File: src/rtl/nn_ve_cmd_dispatcher.sv
// rtl/nn_ve_cmd_dispatcher.sv - NN-side VE command dispatcher: ID tagging, issue buffer, outstanding tracking
module nn_ve_cmd_dispatcher #(
  parameter int CMD_ID_W        = 4,
  parameter int CMD_W           = 64,
  parameter int FIFO_DEPTH      = 4,
  parameter int MAX_OUTSTANDING = 8
) (
  input  logic                                 clk,
  input  logic                                 reset_n,
  input  logic                                 nn_cmd_vld_i,
  output logic                                 nn_cmd_rdy_o,
  input  logic [CMD_W-1:0]                     nn_cmd_data_i,
  output logic                                 nn_ve_cmd_ds_vld_o,
  input  logic                                 nn_ve_cmd_ds_rdy_i,
  output logic [CMD_ID_W-1:0]                  nn_ve_cmd_ds_id_o,
  output logic [CMD_W-1:0]                     nn_ve_cmd_ds_data_o,
  input  logic                                 nn_ve_cmd_done_i,
  input  logic [CMD_ID_W-1:0]                  nn_ve_cmd_id_done_i,
  output logic [$clog2(MAX_OUTSTANDING+1)-1:0] outstanding_o,
  output logic                                 idle_o,
  output logic                                 err_o
);

  localparam int PTR_W = (FIFO_DEPTH > 1) ? $clog2(FIFO_DEPTH) : 1;
  localparam int OCC_W = $clog2(FIFO_DEPTH + 1);
  localparam int OUT_W = $clog2(MAX_OUTSTANDING + 1);
  localparam logic [OCC_W-1:0] OCC_FULL = OCC_W'(FIFO_DEPTH);
  localparam logic [OUT_W-1:0] OUT_MAX  = OUT_W'(MAX_OUTSTANDING);

  logic [CMD_ID_W-1:0] id_mem   [FIFO_DEPTH];
  logic [CMD_W-1:0]    data_mem [FIFO_DEPTH];
  logic [PTR_W-1:0]    wr_ptr;
  logic [PTR_W-1:0]    rd_ptr;
  logic [OCC_W-1:0]    occ;
  logic [OUT_W-1:0]    outstanding;
  logic [CMD_ID_W-1:0] alloc_id;
  logic [CMD_ID_W-1:0] exp_id;
  logic                rdy_en;
  logic                err;
  logic                push;
  logic                pop;
  logic                fifo_empty;
  logic                done_ok;
  logic                done_bad;

  // rdy_en keeps the upstream ready low for the cycle a reset is applied
  assign fifo_empty          = (occ == '0);
  assign nn_cmd_rdy_o        = rdy_en & (occ < OCC_FULL);
  assign nn_ve_cmd_ds_vld_o  = ~fifo_empty & (outstanding < OUT_MAX);
  assign nn_ve_cmd_ds_id_o   = fifo_empty ? '0 : id_mem[rd_ptr];
  assign nn_ve_cmd_ds_data_o = fifo_empty ? '0 : data_mem[rd_ptr];
  assign outstanding_o       = outstanding;
  assign idle_o              = fifo_empty & (outstanding == '0);
  assign err_o               = err;

  assign push = nn_cmd_vld_i & nn_cmd_rdy_o;
  assign pop  = nn_ve_cmd_ds_vld_o & nn_ve_cmd_ds_rdy_i;

  // A done with nothing registered as outstanding is spurious, even alongside an issue
  assign done_ok  = nn_ve_cmd_done_i & (outstanding != '0);
  assign done_bad = nn_ve_cmd_done_i &
                    ((outstanding == '0) | (nn_ve_cmd_id_done_i != exp_id));

  always_ff @(posedge clk) begin
    if (push) begin
      id_mem[wr_ptr]   <= alloc_id;
      data_mem[wr_ptr] <= nn_cmd_data_i;
    end
  end

  always_ff @(posedge clk) begin
    if (!reset_n) begin
      wr_ptr      <= '0;
      rd_ptr      <= '0;
      occ         <= '0;
      outstanding <= '0;
      alloc_id    <= '0;
      exp_id      <= '0;
      rdy_en      <= 1'b0;
      err         <= 1'b0;
    end else begin
      rdy_en <= 1'b1;
      if (push) begin
        wr_ptr   <= wr_ptr + PTR_W'(1);
        alloc_id <= alloc_id + CMD_ID_W'(1);
      end
      if (pop) begin
        rd_ptr <= rd_ptr + PTR_W'(1);
      end
      case ({push, pop})
        2'b10:   occ <= occ + OCC_W'(1);
        2'b01:   occ <= occ - OCC_W'(1);
        default: occ <= occ;
      endcase
      case ({pop, done_ok})
        2'b10:   outstanding <= outstanding + OUT_W'(1);
        2'b01:   outstanding <= outstanding - OUT_W'(1);
        default: outstanding <= outstanding;
      endcase
      if (done_ok) begin
        exp_id <= exp_id + CMD_ID_W'(1);
      end
      if (done_bad) begin
        err <= 1'b1;
      end
    end
  end

endmodule

File: config.mk
export PLATFORM = sky130hd
export DESIGN_NAME = nn_ve_cmd_dispatcher
export DESIGN_NICKNAME = d
export VERILOG_FILES = /design/src/rtl/nn_ve_cmd_dispatcher.sv
export SDC_FILE = /design/constraint.sdc
export NUM_CORES = 1
export LEC_CHECK = 0
export ABC_AREA = 0
export CAP_MARGIN = 20
export CORE_ASPECT_RATIO = 2
export CORE_MARGIN = 2
export CORE_UTILIZATION = 59
export CTS_CLUSTER_SIZE = 25
export DETAILED_ROUTE_END_ITERATION = 12
export PLACE_DENSITY = 0.93
export REMOVE_ABC_BUFFERS = 1
export SETUP_SLACK_MARGIN = 0.3
export SLEW_MARGIN = 20
export SYNTH_ARGS = -nofsm -noshare
export SYNTH_HDL_FRONTEND = slang
export SYNTH_SLANG_ARGS = --single-unit
File: constraint.sdc
create_clock -name clk -period 5.8 [get_ports clk]
set_clock_uncertainty 0.05 [all_clocks]
set_input_delay 1.16 -clock clk [delete_from_list [all_inputs] [get_ports clk]]
set_output_delay 1.16 -clock clk [all_outputs]
set_load 0.05 [all_outputs]
==> flow_metrics.tcl <==
set metrics [dict create \
    track_usage_pct 23.06 \
    port_buffers 148 \
    start_util_pct 59.69 \
    pin_count 149 \
    p_leak_nw 4.505 \
    ant_nets 0 \
    cp-end-kind "primary output" \
    die_w_um 102.5 \
    slowest_delay_ps 920 \
    rsz0062_at_grt "false" \
    cts_made_buffers 25 \
    nets 793 \
    area_delta_synth_final_pct 23.42 \
    cp.arrival_ps 3320 \
    crit_slowest_cell "dfxtp_4" \
    dp.cells 941 \
    yosys.area.top_type_share_pct 71.31 \
    cts_tree "done" \
    fillCellCount 1068 \
    finalSetupViolCount 0 \
    hpwl_mm 14.03 \
    ys_ff_latch 295 \
    wire_per_inst_um 23.66 \
    yosysWarnings 0 \
    cts.sinks 295 \
    use_met3_pct 3.865 \
    grt_max_degree 69 \
    maxSlewViolCount 0 \
    std_cell_rows 72 \
    grtUsageMet2_pct 38.91 \
    avgSynthCellArea_um2 20.56 \
    clk_latency_ps 530 \
    routed_wl_mm 23.52 \
    maxSlewHeadroom_pct 29.70 \
    startpoint_type "flip-flop" \
    grt_pass1_wl_mm 34.81 \
    setup_tns_ps 0 \
    timing_hold_violations_final 0 \
    first_pass_iters 5 \
    grt_pass1_vias 6085 \
    netlist_area_um2 11450 \
    path_max_fanout 43 \
    cts_resized 0 \
    netlist_instances 557 \
    cts.root.buffer_cell "clkbuf_16" \
    layout_min_cycle_time_ps 4533 \
    dpl-instance-area_um2 13190 \
    die_y_um 201.0 \
    tightest_slew_ps 1055 \
    cts_hold_buf 0 \
    drive_gt1_share_pct 17.03 \
    vias 5735 \
    max_freq_ghz 0.2206 \
    grt_overflow 0 \
    power.density_nw_per_um2 497.7 \
    ys_seq_area_share_pct 75.33 \
    dr.first_iter.drc_count 324 \
    ir_worst_vdd_mv 0.5801 \
    grtUsageMet1_pct 27.10 \
    post-route-period-util_pct 78.15 \
    path_class "flip-flop to primary output" \
    design_area_um2 14140 \
    required_ps 4590 \
    gp_congestion 0.7543 \
    synth.distinct_cells 34 \
    htree_levels 1 \
    clockBufferDepth 3 \
    outcome "finished, final reports clean" \
    post-route-util_pct 73.67 \
    hold_path.class "flip-flop to flip-flop" \
    cts_setup_buffers 0 \
    die_area_um2 20610 \
    clkTransAtPathRegs_ps 70 \
    drc 0 \
    synth_top_area_cell "edfxtp_1" \
    crit_path_cell_trace "buf_4 > mux4_2 > nor2b_1 > clkdlybuf4s50_1" \
    synth.area.top_cells "edfxtp_1 71%, mux4_2 13%, nor2b_1 4.1%" \
    fin_cells 994 \
    viasPerCell 5.770 \
    core_area_um2 19190 \
    antenna_found_initial 8 \
    drv_cap 0 \
    top_usage_layer "met2" \
]
## sequential cells by signal, indices dropped and copies added, names as in the netlist, named ones only
name and cells:
rd_ptr 2, data_mem 256, alloc_id 4, err_o 1, id_mem 16, rdy_en 1, occ 3, exp_id 4
outstanding_o 4, wr_ptr 2
## cell usage in the layout (no fill, tap or decap), types with 10 or more instances in the layout
cell type,count
nor2b_1,75
dfxtp_1,21
clkdlybuf4s50_1,148
ha_1,10
and2_1,13
mux4_2,68
edfxtp_1,272
xor2_1,11
clkbuf_16,25
## worst max-delay path, delay by kind of cell, from the launching register on
family	cells	cell delay, ps
muxes	1	550
DFF	1	920
and+or+nand+nor	1	160
buffers and inverters	2	1150
## routing by layer
layer,up-vias,share of wire (%)
met5,-,0.068
met4,2,4.9
met3,64,5.4
met2,237,56
met1,2933,34
li1,2499,-
## power by group
group | switching [mW] | total (mW) | internal [mW]
Sequential | 0.162 | 2.60 | 2.44
Clock | 0.751 | 1.88 | 1.13
Combinational | 1.56 | 2.56 | 0.997
Total | 2.48 | 7.04 | 4.56
## worst paths after layout
path | start | endpoint | slack (ps) | cells after the start
setup / recovery | flip-flop | nn_ve_cmd_ds_data_o[49] | 1270 | 4
hold / removal | err_o$_SDFFE_PN0P_ | err_o$_SDFFE_PN0P_ | 460 | 2
setup reg to reg | occ[2]$_SDFFE_PN0P_ | outstanding_o[2]$_SDFFE_PN0P_ | 3230 | 10
hold reg to reg | err_o$_SDFFE_PN0P_ | err_o$_SDFFE_PN0P_ | 460 | 2
## cell usage after synthesis
cell	instances
a21boi_0	1
a21boi_1	1
a21oi_1	2
a31oi_1	1
and2_1	17
and3b_1	1
buf_2	12
buf_6	3
clkbuf_1	13
dfxtp_1	23
edfxtp_1	272
fa_1	1
ha_1	10
inv_1	7
inv_2	1
mux2i_1	4
mux4_2	68
nand2_1	6
nand2b_1	1
nand4_1	2
nor2_1	2
nor2b_1	75
nor3_2	1
nor4_1	1
nor4b_1	1
nor4bb_1	2
o21ai_0	5
o21ai_1	1
o31ai_1	1
o41a_1	1
or3_1	2
or4_1	1
xnor2_1	7
xor2_1	11
## cell type report
type | count | area [um2] | share of cell area (%)
antenna | 7 | 17.52 | 0.1239
clock inverter | 18 | 286.5 | 2.027
clock buffer | 28 | 646.9 | 4.576
multi-input combinational | 226 | 2669 | 18.88
sequential | 295 | 8636 | 61.09
inverter | 8 | 30.03 | 0.2124
timing repair buffer | 153 | 1526 | 10.80
tap | 259 | 324.1 | 2.292
## cells by family after synthesis
| family | synth area share (%) |
|---|---|
| buf+inv | 1.508 |
| flops | 75.33 |
| fa+ha+maj | 1.267 |
| mux | 13.72 |
| xor+xnor | 1.376 |
| simple gates | 6.096 |
| compound gates | 0.6992 |
## stage by stage
stage	power, mW	setup WS (ps)	hold WS (ps)
6_report	7.035	1267	455.8
5_1_grt	7.275	1047	469.4
4_1_cts	7.084	1175	450.4
3_5_place_dp	5.208	1763	437.0
3_3_place_gp	5.125	1722	410.2
2_1_floorplan	4.368	484.4	430.9
Power figures use the tool's default switching activity.
